File: src/rtl/song_pkg.sv
// Shared constants and the playback state type for the song sequencer.
package song_pkg;

  localparam int NOTE_IDX_W = 11;
  localparam int PITCH_W    = 7;
  localparam logic [PITCH_W-1:0] REST_PITCH = 7'd0;

  typedef enum logic [1:0] {
    ST_IDLE  = 2'd0,
    ST_FETCH = 2'd1,
    ST_PLAY  = 2'd2,
    ST_END   = 2'd3
  } state_e;

endpackage

File: src/rtl/song_note_timer.sv
// Per-note duration countdown in beat ticks. A zero duration is loaded as
// one tick so every note sounds for at least one beat. expire flags the tick
// that consumes the final remaining count.
module song_note_timer #(
  parameter int DUR_W = 8
) (
  input  logic             clk,
  input  logic             reset,
  input  logic             clear,
  input  logic             load,
  input  logic [DUR_W-1:0] load_val,
  input  logic             tick,
  input  logic             pause,
  output logic             expire,
  output logic [DUR_W-1:0] remaining
);

  logic [DUR_W-1:0] rem_q;
  logic [DUR_W-1:0] rem_d;

  // Next count: clear beats load beats an unpaused tick.
  always_comb begin
    rem_d = rem_q;
    if (clear) begin
      rem_d = '0;
    end else if (load) begin
      rem_d = (load_val == '0) ? DUR_W'(1) : load_val;
    end else if (tick && !pause && (rem_q != '0)) begin
      rem_d = rem_q - DUR_W'(1);
    end
  end

  // Count register with synchronous reset.
  always_ff @(posedge clk) begin
    if (reset) begin
      rem_q <= '0;
    end else begin
      rem_q <= rem_d;
    end
  end

  assign expire    = tick && !pause && (rem_q == DUR_W'(1));
  assign remaining = rem_q;

endmodule

File: src/rtl/song_sequencer.sv
// Song sequencer: walks a combinational pitch/duration table from index 0 to
// last_index, one note per FETCH/PLAY pair, timed by beat ticks.
// Build option: define SONG_LOOP_EN to restart at index 0 after the last note
// (done still pulses) instead of returning to IDLE.
//
// Control inputs are plain pulses/levels sampled on each rising edge; there
// is no handshake. stop beats start, reset beats everything.
module song_sequencer
  import song_pkg::*;
#(
  parameter int DUR_W = 8
) (
  input  logic                  clk,
  input  logic                  reset,
  input  logic                  tick,
  input  logic                  start,
  input  logic                  stop,
  input  logic                  pause,
  input  logic [NOTE_IDX_W-1:0] last_index,
  output logic [NOTE_IDX_W-1:0] note_index,
  input  logic [PITCH_W-1:0]    note_pitch,
  input  logic [DUR_W-1:0]      note_dur,
  output logic [PITCH_W-1:0]    pitch_out,
  output logic                  note_on,
  output logic                  busy,
  output logic                  done,
  output state_e                dbg_state
);

  state_e                state_q, state_d;
  logic [NOTE_IDX_W-1:0] idx_q, idx_d;
  logic [PITCH_W-1:0]    pitch_q, pitch_d;
  logic                  note_on_q, note_on_d;
  logic                  done_q, done_d;
  logic                  tmr_load, tmr_clear, tmr_expire;
  logic [DUR_W-1:0]      tmr_remaining;

  song_note_timer #(.DUR_W(DUR_W)) u_timer (
    .clk       (clk),
    .reset     (reset),
    .clear     (tmr_clear),
    .load      (tmr_load),
    .load_val  (note_dur),
    .tick      (tick),
    .pause     (pause),
    .expire    (tmr_expire),
    .remaining (tmr_remaining)
  );

  // Next-state and output decode; note_on lags the state by one cycle, which
  // yields the one-cycle articulation gap after each FETCH.
  always_comb begin
    state_d   = state_q;
    idx_d     = idx_q;
    pitch_d   = pitch_q;
    done_d    = 1'b0;
    tmr_load  = 1'b0;
    tmr_clear = 1'b0;
    note_on_d = (pitch_q != REST_PITCH) && !pause && (state_q == ST_PLAY);
    case (state_q)
      ST_IDLE: begin
        idx_d = '0;
        if (start) state_d = ST_FETCH;
      end
      ST_FETCH: begin
        pitch_d  = note_pitch;
        tmr_load = 1'b1;
        state_d  = ST_PLAY;
      end
      ST_PLAY: begin
        if (tmr_expire) begin
          if (idx_q < last_index) begin
            idx_d   = idx_q + NOTE_IDX_W'(1);
            state_d = ST_FETCH;
          end else begin
            done_d = 1'b1;
`ifdef SONG_LOOP_EN
            idx_d   = '0;
            state_d = ST_FETCH;
`else
            state_d = ST_END;
`endif
          end
        end
      end
      ST_END: begin
        idx_d   = '0;
        state_d = ST_IDLE;
      end
      default: state_d = ST_IDLE;
    endcase
    if (stop) begin
      state_d   = ST_IDLE;
      idx_d     = '0;
      note_on_d = 1'b0;
      done_d    = 1'b0;
      tmr_load  = 1'b0;
      tmr_clear = 1'b1;
    end
  end

  // State and output registers with synchronous reset.
  always_ff @(posedge clk) begin
    if (reset) begin
      state_q   <= ST_IDLE;
      idx_q     <= '0;
      pitch_q   <= '0;
      note_on_q <= 1'b0;
      done_q    <= 1'b0;
    end else begin
      state_q   <= state_d;
      idx_q     <= idx_d;
      pitch_q   <= pitch_d;
      note_on_q <= note_on_d;
      done_q    <= done_d;
    end
  end

  assign note_index = idx_q;
  assign pitch_out  = pitch_q;
  assign note_on    = note_on_q;
  assign busy       = (state_q != ST_IDLE);
  assign done       = done_q;
  assign dbg_state  = state_q;

endmodule

File: config.mk
export PLATFORM = sky130hd
export DESIGN_NAME = song_sequencer
export DESIGN_NICKNAME = d
export VERILOG_FILES = /design/src/rtl/song_pkg.sv /design/src/rtl/song_note_timer.sv /design/src/rtl/song_sequencer.sv
export SDC_FILE = /design/constraint.sdc
export NUM_CORES = 1
export LEC_CHECK = 0
export CAP_MARGIN = 30
export CORE_MARGIN = 2
export CORE_UTILIZATION = 53
export CTS_BUF_LIST = sky130_fd_sc_hd__clkbuf_2
export DETAILED_ROUTE_END_ITERATION = 10
export GPL_TIMING_DRIVEN = 0
export HOLD_SLACK_MARGIN = 0.05
export PLACE_DENSITY_LB_ADDON = 0.15
export SETUP_SLACK_MARGIN = 0.5
export SYNTH_ARGS = -nofsm -noshare
export SYNTH_HDL_FRONTEND = slang
export SYNTH_HIERARCHICAL = 1
export SYNTH_SLANG_ARGS = --single-unit
File: constraint.sdc
create_clock -name clk -period 5.4 [get_ports clk]
set_clock_uncertainty 0.15 [all_clocks]
set_input_delay 0.81 -clock clk [delete_from_list [all_inputs] [get_ports clk]]
set_output_delay 0.81 -clock clk [all_outputs]
set_load 0.02 [all_outputs]
==> impl_metrics.tcl <==
set metrics [dict create \
    cp_cell_sequence "clkdlybuf4s50_1 > inv_1 > ha_1 > a21oi_1 > o21ai_0 > a31oi_1 > o211ai_4 > or4_1 > a31oi_1" \
    cts_tree "done" \
    grt.busiest_layer "met2" \
    grt_util_met3_pct 6.771 \
    setup_viol_count_final 0 \
    design_area_sq_um 2572 \
    cp_slowest_cell "or4_1" \
    final_cells 339 \
    nFillCells 278 \
    synth_cells 231 \
    p_seq_share_pct 53.1 \
    io_buffers 54 \
    hold-worst-slack_ns 0.3900 \
    grt_pass1_wl_um 7872 \
    synth_top_family_by_area "simple AND/OR/NAND/NOR gates" \
    r2r-start "dbg_state[1]" \
    rsz0062_at_grt "no" \
    drv_cap 0 \
    syn-num-nets 281 \
    tns_ns 0 \
    track_usage_pct 24.07 \
    die_w_um 64.43 \
    muxShareOfSynthArea_pct 4.137 \
    ioPinCount 55 \
    grtUsageMet2_pct 43.10 \
    cp.arrival_ns 3.12 \
    wl_um 4601 \
    drc 0 \
    first_iter_violations 85 \
    yosysUniqueCellTypes 47 \
    cts.sinks 30 \
    cellPowerDensity_nw_per_um2 170.6 \
    synth_compound_area_share_pct 20.23 \
    crit_path_end_kind "flop" \
    place_inst 331 \
    place.gp.congestion 0.8734 \
    layout_common_cells "clkdlybuf4s50_1, dfxtp_1, inv_1, ha_1, nor2_1" \
    start_util_pct 56.67 \
    antenna_cells 0 \
    async_flop_share_pct 0 \
    yosys.area.top_type_share_pct 31.03 \
    wl_per_cell_um 13.57 \
    finalCriticalPeriod_ns 2.962 \
    pre_cts_slack_ns 2.045 \
    synth_ff_type "dfxtp_1" \
    antenna_found_initial 0 \
    cp-start-kind "input pin" \
    p_comb_share_pct 21.0 \
    fin_util_pct 75.31 \
    cp_num_buf_inv 2 \
    path_depth 9 \
    post_cts.repair.setup_buffers 0 \
    viasPerCell 5.870 \
    final_common_cell "clkdlybuf4s50_1" \
    yosys.area_share.simple_pct 26.70 \
    p_int_mw 0.3072 \
    grt_pass1_vias 1861 \
    grt_max_degree 11 \
    fmax_ghz 0.3376 \
    synthAdderAreaFrac_pct 11.64 \
    htree_levels 2 \
    ant_nets 0 \
    hp-class "flop to flop" \
    crit_type "input pin to flop" \
    drt_first_pass_iters 4 \
    path_max_fanout 10 \
    grt_overflow 0 \
    ff2ff_path_depth 8 \
    synthXorXnorAreaFrac_pct 0.9050 \
    worstMarginPinSlew_ns 0.5750 \
    nets 342 \
    avgSynthCellArea_sq_um 8.379 \
    cts_resized 0 \
    ctsHoldBuffers 0 \
    total_power_mw 0.4388 \
    fp.dieH_um 64.43 \
    root_buffer "clkbuf_2" \
    cts_buffers 5 \
    globalRouteMet1Util_pct 26.94 \
    synth-seq-cells 30 \
    clk_path_buf_depth 2 \
    synth_warnings 6 \
    placed_cell_area_sq_um 2534 \
    max_slew_margin_pct 61.13 \
    yosysSeqAreaShare_pct 31.03 \
    coreArea_sq_um 3416 \
    outcome "finished clean" \
    drive_gt1_share_pct 5.119 \
    startpoint "last_index[2]" \
    min_period_over_period_pct 54.85 \
    ir_drop_uv 151.8 \
    worstPathRequired_ns 5.56 \
    hold_depth 2 \
    cpPeakStageDelay_ns 0.52 \
    fp.dieArea_sq_um 4151 \
    reg2reg_slack_ns 2.80 \
    clkSlewWorstSetupHoldPaths_ns 0.14 \
    vias 1990 \
    syn2layout_area_growth_pct 32.90 \
    place_hpwl_um 3506 \
    endpoint "note_index[4]" \
    final_max_slew_viol_count 0 \
    r2r-end "u_timer/remaining[7]" \
    synth_top_cell_by_area "dfxtp_1" \
    synth_area_sq_um 1936 \
    fin_ws_ns 2.438 \
    cp_common_cell "a31oi_1" \
    clkLatencyLatePin_ns 0.39 \
    cp_top_family "compound AO/OA/AOI/OAI gates" \
    p_sw_share_pct 29.99 \
    report.final.hold_viol_count 0 \
    p_sw_mw 0.1316 \
    synth_enable_flop_cells 0 \
    yosys-top-cells-area "dfxtp_1, ha_1, mux2i_1" \
    clkPwrFrac_pct 25.9 \
    p_leak_nw 1.021 \
    row_count 21 \
]
## Yosys cell counts (5+ instances only)
master    instances
nand2_1          12
a21oi_1           9
nor3_1            6
nor2_1           16
o21ai_0           8
nand3_1          14
or4_1             7
mux2i_1           8
or3_1             6
ha_1             18
nor4_1            9
dfxtp_1          30
a31oi_1           5
a21o_1            5
inv_1            18
clkbuf_1          7
## routing by layer
layer  share of wire (%)  wire length (um)
met5                   0                 0
met3                 6.5               297
met2                  49              2258
met4                 1.6                75
met1                  43              1970
## sequential cells by signal, summed over array words and instances, names as in the netlist
name               flops
dbg_state              2
done                   1
note_on                1
note_index            11
u_timer/remaining      8
pitch_out              7
## worst register-to-register path, stage by stage (launching register included)
cell and delay (ns):
dfxtp_1 0.45, inv_1 0.11, ha_1 0.19, clkbuf_1 0.25, nor2b_1 0.21, clkbuf_1 0.19
or4_1 0.52, or4_1 0.40, nand3_1 0.09
## kinds of logic (layout without fill, tap and decap cells)
kind of cell,Yosys count,in the layout
XOR/XNOR,2,2
AO/OA/AOI/OAI,52,52
adder cells (fa/ha/maj),18,18
flip-flops,30,30
multiplexers,8,8
buffers and inverters,27,89
AND/OR/NAND/NOR,94,94
## how the worst min path moves through the flow
stage / start / end / slack [ns]
global route: pitch_out[1] / pitch_out[1] / 0.44
CTS: u_timer/remaining[6] / u_timer/remaining[6] / 0.39
global placement: pitch_out[3] / pitch_out[3] / 0.35
finish: pitch_out[5] / pitch_out[5] / 0.39
floorplan: u_timer/remaining[6] / u_timer/remaining[6] / 0.33
detailed placement: pitch_out[4] / pitch_out[4] / 0.36
## power by group through the flow
stage / registers, mW / logic (mW) / clock network (mW)
finish: 0.233 / 0.0922 / 0.114
global route: 0.234 / 0.102 / 0.129
CTS: 0.233 / 0.0924 / 0.117
detailed placement: 0.237 / 0.0921 / 0
global placement: 0.237 / 0.0895 / 0
floorplan: 0.240 / 0.0467 / 0
## cell type report
type,instances,area [sq um],area share [%]
buffer,9,36.28,1.411
clock buffer,6,30.03,1.167
clock inverter,2,8.758,0.3405
inverter,18,67.56,2.626
multi-input combinational,174,1231,47.86
sequential,30,600.6,23.35
tap,46,57.56,2.237
timing repair buffer,54,540.5,21.01
Note: power is estimated with default switching activity, not from simulation.
